===== config.mk =====
export PLATFORM = sky130hd
export DESIGN_NAME = seq_divider_8b
export DESIGN_NICKNAME = d
export VERILOG_FILES = /design/src/rtl/seq_divider_8b.sv
export SDC_FILE = /design/constraint.sdc
export NUM_CORES = 1
export LEC_CHECK = 0
export BUFFER_PORTS_ARGS = -buffer_cell sky130_fd_sc_hd__buf_2
export CAP_MARGIN = 20
export CORE_MARGIN = 2
export CORE_UTILIZATION = 57
export DETAILED_ROUTE_END_ITERATION = 8
export PLACE_DENSITY = 0.84
export SLEW_MARGIN = 25
export SYNTH_ARGS = -nofsm -noshare
export SYNTH_HDL_FRONTEND = slang
export SYNTH_SLANG_ARGS = --single-unit
export TNS_END_PERCENT = 10

===== constraint.sdc =====
create_clock -name i_clk -period 2.54 [get_ports i_clk]
set_clock_uncertainty 0.05 [all_clocks]
set_input_delay 0.254 -clock i_clk [delete_from_list [all_inputs] [get_ports i_clk]]
set_output_delay 0.254 -clock i_clk [all_outputs]
set_load 0.02 [all_outputs]

===== src/rtl/seq_divider_8b.sv =====
// -----------------------------------------------------------------------------
// seq_divider_8b
// Sequential 8-bit by 4-bit unsigned restoring divider, one quotient bit
// per clock. FSM states: IDLE -> RUN (8 steps) -> DONE (one-cycle done pulse).
//
// Ports:
//   i_clk          clock, all state updates on its rising edge
//   i_reset        synchronous active-high reset
//   i_start        request pulse, sampled only while not busy
//   i_dividend[8]  unsigned dividend, captured on the accepted start
//   i_divisor[4]   unsigned divisor, captured on the accepted start
//   o_busy         high while a division is in progress
//   o_done         one-cycle pulse; results valid from this cycle on
//   o_quotient[8]  unsigned quotient
//   o_remainder[4] unsigned remainder
//   o_div_by_zero  zero-divisor flag (only ever set with DIV_ZERO_DETECT_EN)
//
// Optional feature macro: DIV_ZERO_DETECT_EN
//   When defined, a zero divisor skips RUN and finishes in one cycle with
//   quotient=8'hFF, remainder=4'hF, div_by_zero=1.
// -----------------------------------------------------------------------------
module seq_divider_8b (
    input  logic       i_clk,
    input  logic       i_reset,
    input  logic       i_start,
    input  logic [7:0] i_dividend,
    input  logic [3:0] i_divisor,
    output logic       o_busy,
    output logic       o_done,
    output logic [7:0] o_quotient,
    output logic [3:0] o_remainder,
    output logic       o_div_by_zero
);

    localparam int unsigned DVD_W = 8;
    localparam int unsigned DVS_W = 4;
    localparam int unsigned REM_W = 5;
    localparam int unsigned CNT_W = 3;

    localparam logic [1:0] S_IDLE = 2'd0;
    localparam logic [1:0] S_RUN  = 2'd1;
    localparam logic [1:0] S_DONE = 2'd2;

    logic [1:0]       r_state;
    logic [CNT_W-1:0] r_cnt;
    // Low 4 bits of the 5-bit partial remainder; after each step the
    // remainder is below the divisor, so the top bit is always zero here.
    logic [DVS_W-1:0] r_prem;
    logic [DVD_W-1:0] r_dvd;
    logic [DVS_W-1:0] r_dvs;
    logic [DVD_W-1:0] r_quot;
    logic [DVS_W-1:0] r_rem;
    logic             r_dbz;
    logic             r_busy;
    logic             r_done;

    logic [1:0]       w_state_nxt;
    logic [CNT_W-1:0] w_cnt_nxt;
    logic [DVS_W-1:0] w_prem_nxt;
    logic [DVD_W-1:0] w_dvd_nxt;
    logic [DVS_W-1:0] w_dvs_nxt;
    logic [DVD_W-1:0] w_quot_nxt;
    logic [DVS_W-1:0] w_rem_nxt;
    logic             w_dbz_nxt;
    logic             w_busy_nxt;
    logic             w_done_nxt;

    logic [REM_W-1:0] w_shift;
    logic             w_ge;
    logic [DVS_W-1:0] w_step_rem;

    // One restoring step: shift in next dividend bit, trial-subtract divisor.
    // A successful subtraction always yields a value below 16, so 4-bit
    // arithmetic on the low bits gives the exact result.
    always_comb begin
        w_shift    = {r_prem, r_dvd[DVD_W-1]};
        w_ge       = (w_shift >= {1'b0, r_dvs});
        w_step_rem = w_ge ? (w_shift[DVS_W-1:0] - r_dvs) : w_shift[DVS_W-1:0];
    end

    // Next-state and next-output logic.
    always_comb begin
        w_state_nxt = r_state;
        w_cnt_nxt   = r_cnt;
        w_prem_nxt  = r_prem;
        w_dvd_nxt   = r_dvd;
        w_dvs_nxt   = r_dvs;
        w_quot_nxt  = r_quot;
        w_rem_nxt   = r_rem;
        w_dbz_nxt   = r_dbz;
        w_busy_nxt  = r_busy;
        w_done_nxt  = 1'b0;

        case (r_state)
            S_IDLE, S_DONE: begin
                if (i_start) begin
                    w_dvd_nxt  = i_dividend;
                    w_dvs_nxt  = i_divisor;
                    w_cnt_nxt  = '0;
                    w_prem_nxt = '0;
                    w_dbz_nxt  = 1'b0;
`ifdef DIV_ZERO_DETECT_EN
                    if (i_divisor == '0) begin
                        w_state_nxt = S_DONE;
                        w_done_nxt  = 1'b1;
                        w_busy_nxt  = 1'b0;
                        w_quot_nxt  = '1;
                        w_rem_nxt   = '1;
                        w_dbz_nxt   = 1'b1;
                    end else begin
                        w_state_nxt = S_RUN;
                        w_busy_nxt  = 1'b1;
                    end
`else
                    w_state_nxt = S_RUN;
                    w_busy_nxt  = 1'b1;
`endif
                end else begin
                    w_state_nxt = S_IDLE;
                    w_busy_nxt  = 1'b0;
                end
            end
            S_RUN: begin
                // Quotient register doubles as the shift register for result bits.
                w_prem_nxt = w_step_rem;
                w_dvd_nxt  = {r_dvd[DVD_W-2:0], 1'b0};
                w_quot_nxt = {r_quot[DVD_W-2:0], w_ge};
                w_cnt_nxt  = r_cnt + CNT_W'(1);
                if (r_cnt == '1) begin
                    w_state_nxt = S_DONE;
                    w_rem_nxt   = w_step_rem;
                    w_busy_nxt  = 1'b0;
                    w_done_nxt  = 1'b1;
                end
            end
            default: begin
                w_state_nxt = S_IDLE;
                w_busy_nxt  = 1'b0;
            end
        endcase
    end

    // State and output registers.
    always_ff @(posedge i_clk) begin
        if (i_reset) begin
            r_state <= S_IDLE;
            r_cnt   <= '0;
            r_prem  <= '0;
            r_dvd   <= '0;
            r_dvs   <= '0;
            r_quot  <= '0;
            r_rem   <= '0;
            r_dbz   <= 1'b0;
            r_busy  <= 1'b0;
            r_done  <= 1'b0;
        end else begin
            r_state <= w_state_nxt;
            r_cnt   <= w_cnt_nxt;
            r_prem  <= w_prem_nxt;
            r_dvd   <= w_dvd_nxt;
            r_dvs   <= w_dvs_nxt;
            r_quot  <= w_quot_nxt;
            r_rem   <= w_rem_nxt;
            r_dbz   <= w_dbz_nxt;
            r_busy  <= w_busy_nxt;
            r_done  <= w_done_nxt;
        end
    end

    assign o_busy        = r_busy;
    assign o_done        = r_done;
    assign o_quotient    = r_quot;
    assign o_remainder   = r_rem;
    assign o_div_by_zero = r_dbz;

endmodule


Word level (Yosys, flattened, before mapping)
Cells that the tools add are included.
- output and inout bits: 15
- flip-flop bits (word level): 35
- word-level logic and storage cells: 39
- input bits: 15
- add/subtract/negate cells: 2
- equal/unequal tests: 5
- mux-type cells: 14
- bitwise gates (word level): 1
- order comparisons: 1
- reduce and logical (&&, ||, !) cells: 7
- operators with widths (kind ; count):
    one-hot mux 8 bit (2 select lines) ; 1
    two-way mux 4 bit ; 2
    two-way mux 8 bit ; 1
    one-hot mux 4 bit (2 select lines) ; 1
    one-hot mux 3 bit (2 select lines) ; 1
    AND reduction 2 bit ; 3
    greater-or-equal comparator 5 x 4 -> 1 bit ; 1
    two-way mux 1 bit ; 4
    inequality test 2 bit (second input constant) ; 2
    one-hot mux 2 bit (2 select lines) ; 1
    OR reduction 2 bit ; 2
    subtractor 4 bit ; 1
    adder 3 x 1 -> 3 bit (second input constant) ; 1
    == test 3 bit (second input constant) ; 1
    two-way mux 3 bit ; 1
    == test 2 x 1 -> 1 bit (second input constant) ; 1
    == test 2 bit (second input constant) ; 1
    logical NOT 2 bit ; 1
    two-way mux 2 bit ; 1
    one-hot mux 1 bit (2 select lines) ; 1
    nonzero test 2 bit ; 1
    NOT 1 bit ; 1

Logic depth before layout (Yosys ltp)
- word-level depth: 4
- depth in mapped cells: 8
- depth with buffers taken out: 7

Least setup slack after synthesis
Ideal clock, no wire load.
- path kind: reg2reg
- from: register r_dvs[1]
- to: register r_rem[3] (netlist: o_remainder[3])
- setup slack: 793 ps
- library setup time: 120 ps
- data required time: 2370 ps
- period minus slack after synthesis: 1747 ps
- cell stages (with the launch flop): 7
- data arrival time: 1577 ps
- path buffers: 0
- cell sequence: dfxtp_1 inv_1 ha_1 a21o_1 a21oi_1 mux2_2 o31a_1
- longest elaborated chain between the ends: 2
- elaborated cells between the ends (all ways): 3
- those cells by class: add/sub (1); order compare (1); mux (1)
- ends and longest elaborated chain (item ; RTL line ; text):
    start, declared ; 50 ; logic [DVS_W-1:0] r_dvs;
    start signal, assigned ; 161 ; r_dvs <= w_dvs_nxt;
    subtractor 4 bit or greater-or-equal comparator 5 x 4 -> 1 bit (tied branches) ; 78, 77 ;
    two-way mux 4 bit * ; 78 ; w_step_rem = w_ge ? (w_shift[DVS_W-1:0] - r_dvs) : w_shift[DVS_W-1:0];
    end signal, assigned ; 163 ; r_rem <= w_rem_nxt;
    end, declared ; 52 ; logic [DVS_W-1:0] r_rem;
Every way passes the cells marked *; elsewhere a longest branch is shown, timed or not.
A chain may end at the register's enable or synchronous reset.

Worst setup path after layout
Same ends and word-level chain as after synthesis.

==> metrics.txt <==
Final TNS setup 0 ps; CP Launch Type flip-flop; WP data required 2710 ps; # diodes 0; post-synth top area share 45.8%; # resized after CTS 0; H-Tree Depth 2; fin nets 234; Initial Util 61.2%; Max-Cap Viols 0; DP HPWL 2280 um; area growth from synthesis to layout 11.2%; Cell Int Power 0.754 mW; clock slew at reported path FFs 90 ps; port buffer count 28; Die H 55.8 um; vias per inst 5.51; Reg power frac 56.2%; Slew HR 59.6%; root buf cell clkbuf_4; gp weighted congestion 0.957; DIE AREA 3110 um2; Yosys cell types 30; CTS Buffer Depth 2; CORE AREA 2500 um2; Final Max Slew Viols 0; R2R cell count 6; Post-Syn Instances 188; # setup viols final 0; Warnings, synthesis 0; CP Capture Type flip-flop; first-pass GRT wire length 5520 um; Final ANT Viol Nets 0; unrepaired setup endpoints after global routing no; pin count of the biggest net entering global routing 38; status completed; TritonCTS Buffers 5; chip width 55.8 um; overflow left after global routing 0; fin crit share 74.6%; top-level port count 30; Hold Path Stages 3; DR vias 1328; 1st-iter DRT viols 36; wire per inst 12.9 um; Place WS 673 ps; sequential cell area fraction in the yosys report 45.8%; 1st-pass router iterations 4; vias in the first global route 1339; Peak VDD IR 443 uV; switching power 0.303 mW; Worst-Skew Late Latency 330 ps; fin util 68.0%; initial antenna violation count 0; clock sink count 35; Synth area leader dfxtp_1; cts hold-fix bufs 0; LEAKAGE 0.743 nW; #FFs+latches synth 35; Fin. Hold Viols 0; worst slew pin tran 606 ps; critical path class flip-flop to flip-flop; fmax 528 MHz; share of layout cells above drive strength 1 17.5%; final wirelength 3120 um; synthesized area per cell 8.13 um2; Combinational Power Share 18.8%; Post-CTS Repair Setup Buffers 0; CP Max Fanout 3; Remaining DRCs 0; top cells by area, synth dfxtp_1 46%, nand2_1 9.8%, nor2_1 6.4%; setup ws final 646 ps; Hold Crit Class input port to flip-flop; CTS tree yes; fin crit period 1890 ps; Worst EP arrival 2070 ps; Netlist Area Pre-Place 1530 um2; clock power share 24.9%; Net Sw Frac 28.7%; std cell rows 18; syn_nets 210; Power Density 622 nW/um2; total track usage 22.8%
placed cells by master (no fill, tap or decap):
cell type / n
nand2_1: 40
dfxtp_1: 35
buf_2: 28
nor2_1: 26
a21oi_1: 17
inv_1: 8
a311oi_1: 8
ha_1: 6
o31ai_1: 5
clkbuf_4: 5
nor2b_1: 3
o21ai_1: 3
a22oi_1: 3
buf_4: 3
nand2b_1: 2
nor3_1: 2
mux2i_1: 2
nand3b_1: 2
nand3_1: 2
o31a_1: 2
nor4_1: 1
and2_1: 1
xor2_1: 1
a21o_1: 1
mux2_2: 1
o21a_1: 1
fa_1: 1
conb_1: 1
clkbuf_1: 1
stage by stage:
step | hold WS [ps] | cells | power, mW | instance area [um2]
after floorplan | 340 | 188 | 0.767 | 1530
after global placement | 390 | 235 | 0.794 | 1660
after detailed placement | 394 | 235 | 0.805 | 1660
after CTS | 97.8 | 241 | 1.07 | 1700
after global routing | 102 | 241 | 1.12 | 1700
final | 109 | 241 | 1.06 | 1700
final cells by class:
class / instances / area, um2
inverter: 8 / 30.0
multi-input combinational: 131 / 728
sequential: 35 / 701
clock buffer: 6 / 41.3
fill: 199 / 800
timing repair buffer: 31 / 163
tap: 30 / 37.5
cells by family after synthesis:
kind of cell	after synthesis	synth area share, %
DFF	35	45.8
adders and majority gates	7	6.22
and+or+nand+nor	79	21.4
xor gates and xnor gates	1	0.573
buffers and inverters	22	6.55
muxes	3	2.05
AOI/OAI and AO/OA	40	17.2
other	1	0.245
power groups by stage:
stage / clock, mW / combinational [mW] / sequential, mW
5_1_grt: 0.300 / 0.226 / 0.598
6_report: 0.264 / 0.199 / 0.594
4_1_cts: 0.274 / 0.199 / 0.594
3_5_place_dp: 0 / 0.198 / 0.607
2_1_floorplan: 0 / 0.160 / 0.607
3_3_place_gp: 0 / 0.189 / 0.605
cell usage after synthesis (all sizes together):
cell type / n
o31ai: 5
nor3: 2
conb: 1
xor2: 1
nand2: 40
nor4: 1
mux2i: 2
nor2: 26
dfxtp: 35
a21o: 1
o21ai: 3
inv: 8
o31a: 2
buf: 10
a22oi: 3
nand2b: 2
fa: 1
a311oi: 8
clkbuf: 4
a21oi: 17
nor2b: 3
nand3: 2
ha: 6
mux2: 1
and2: 1
nand3b: 2
o21a: 1
critical path, cell delays in order, from the launching register on:
cell and delay, ps:
dfxtp_1 340, inv_1 70, ha_1 320, a21o_1 190, a21oi_1 160, mux2_2 370
o31a_1 280
sequential cells by signal, summed over array words and instances, names as in the netlist:
register / cells
r_cnt: 3
r_state: 2
r_dvs: 4
o_done: 1
o_remainder: 4
o_busy: 1
o_quotient: 8
r_prem: 4
r_dvd: 8
per-layer routing:
metal | part of all wire [%] | track usage, %
met5 | 0 | 0
met4 | 2.3 | 10.8
met3 | 4.9 | 7.21
met2 | 49 | 38.3
met1 | 44 | 26.1
path summary, 6_finish.rpt:
| check | from | to | slack (ps) |
|---|---|---|---|
| max | r_dvs[1] | o_remainder[3] | 650 |
| min | i_divisor[0] | r_dvs[0] | 110 |
| min reg2reg | o_quotient[7] | o_quotient[7] | 400 |
| max reg2reg | r_dvs[1] | o_remainder[3] | 650 |
(Power assumes the default switching activity.)
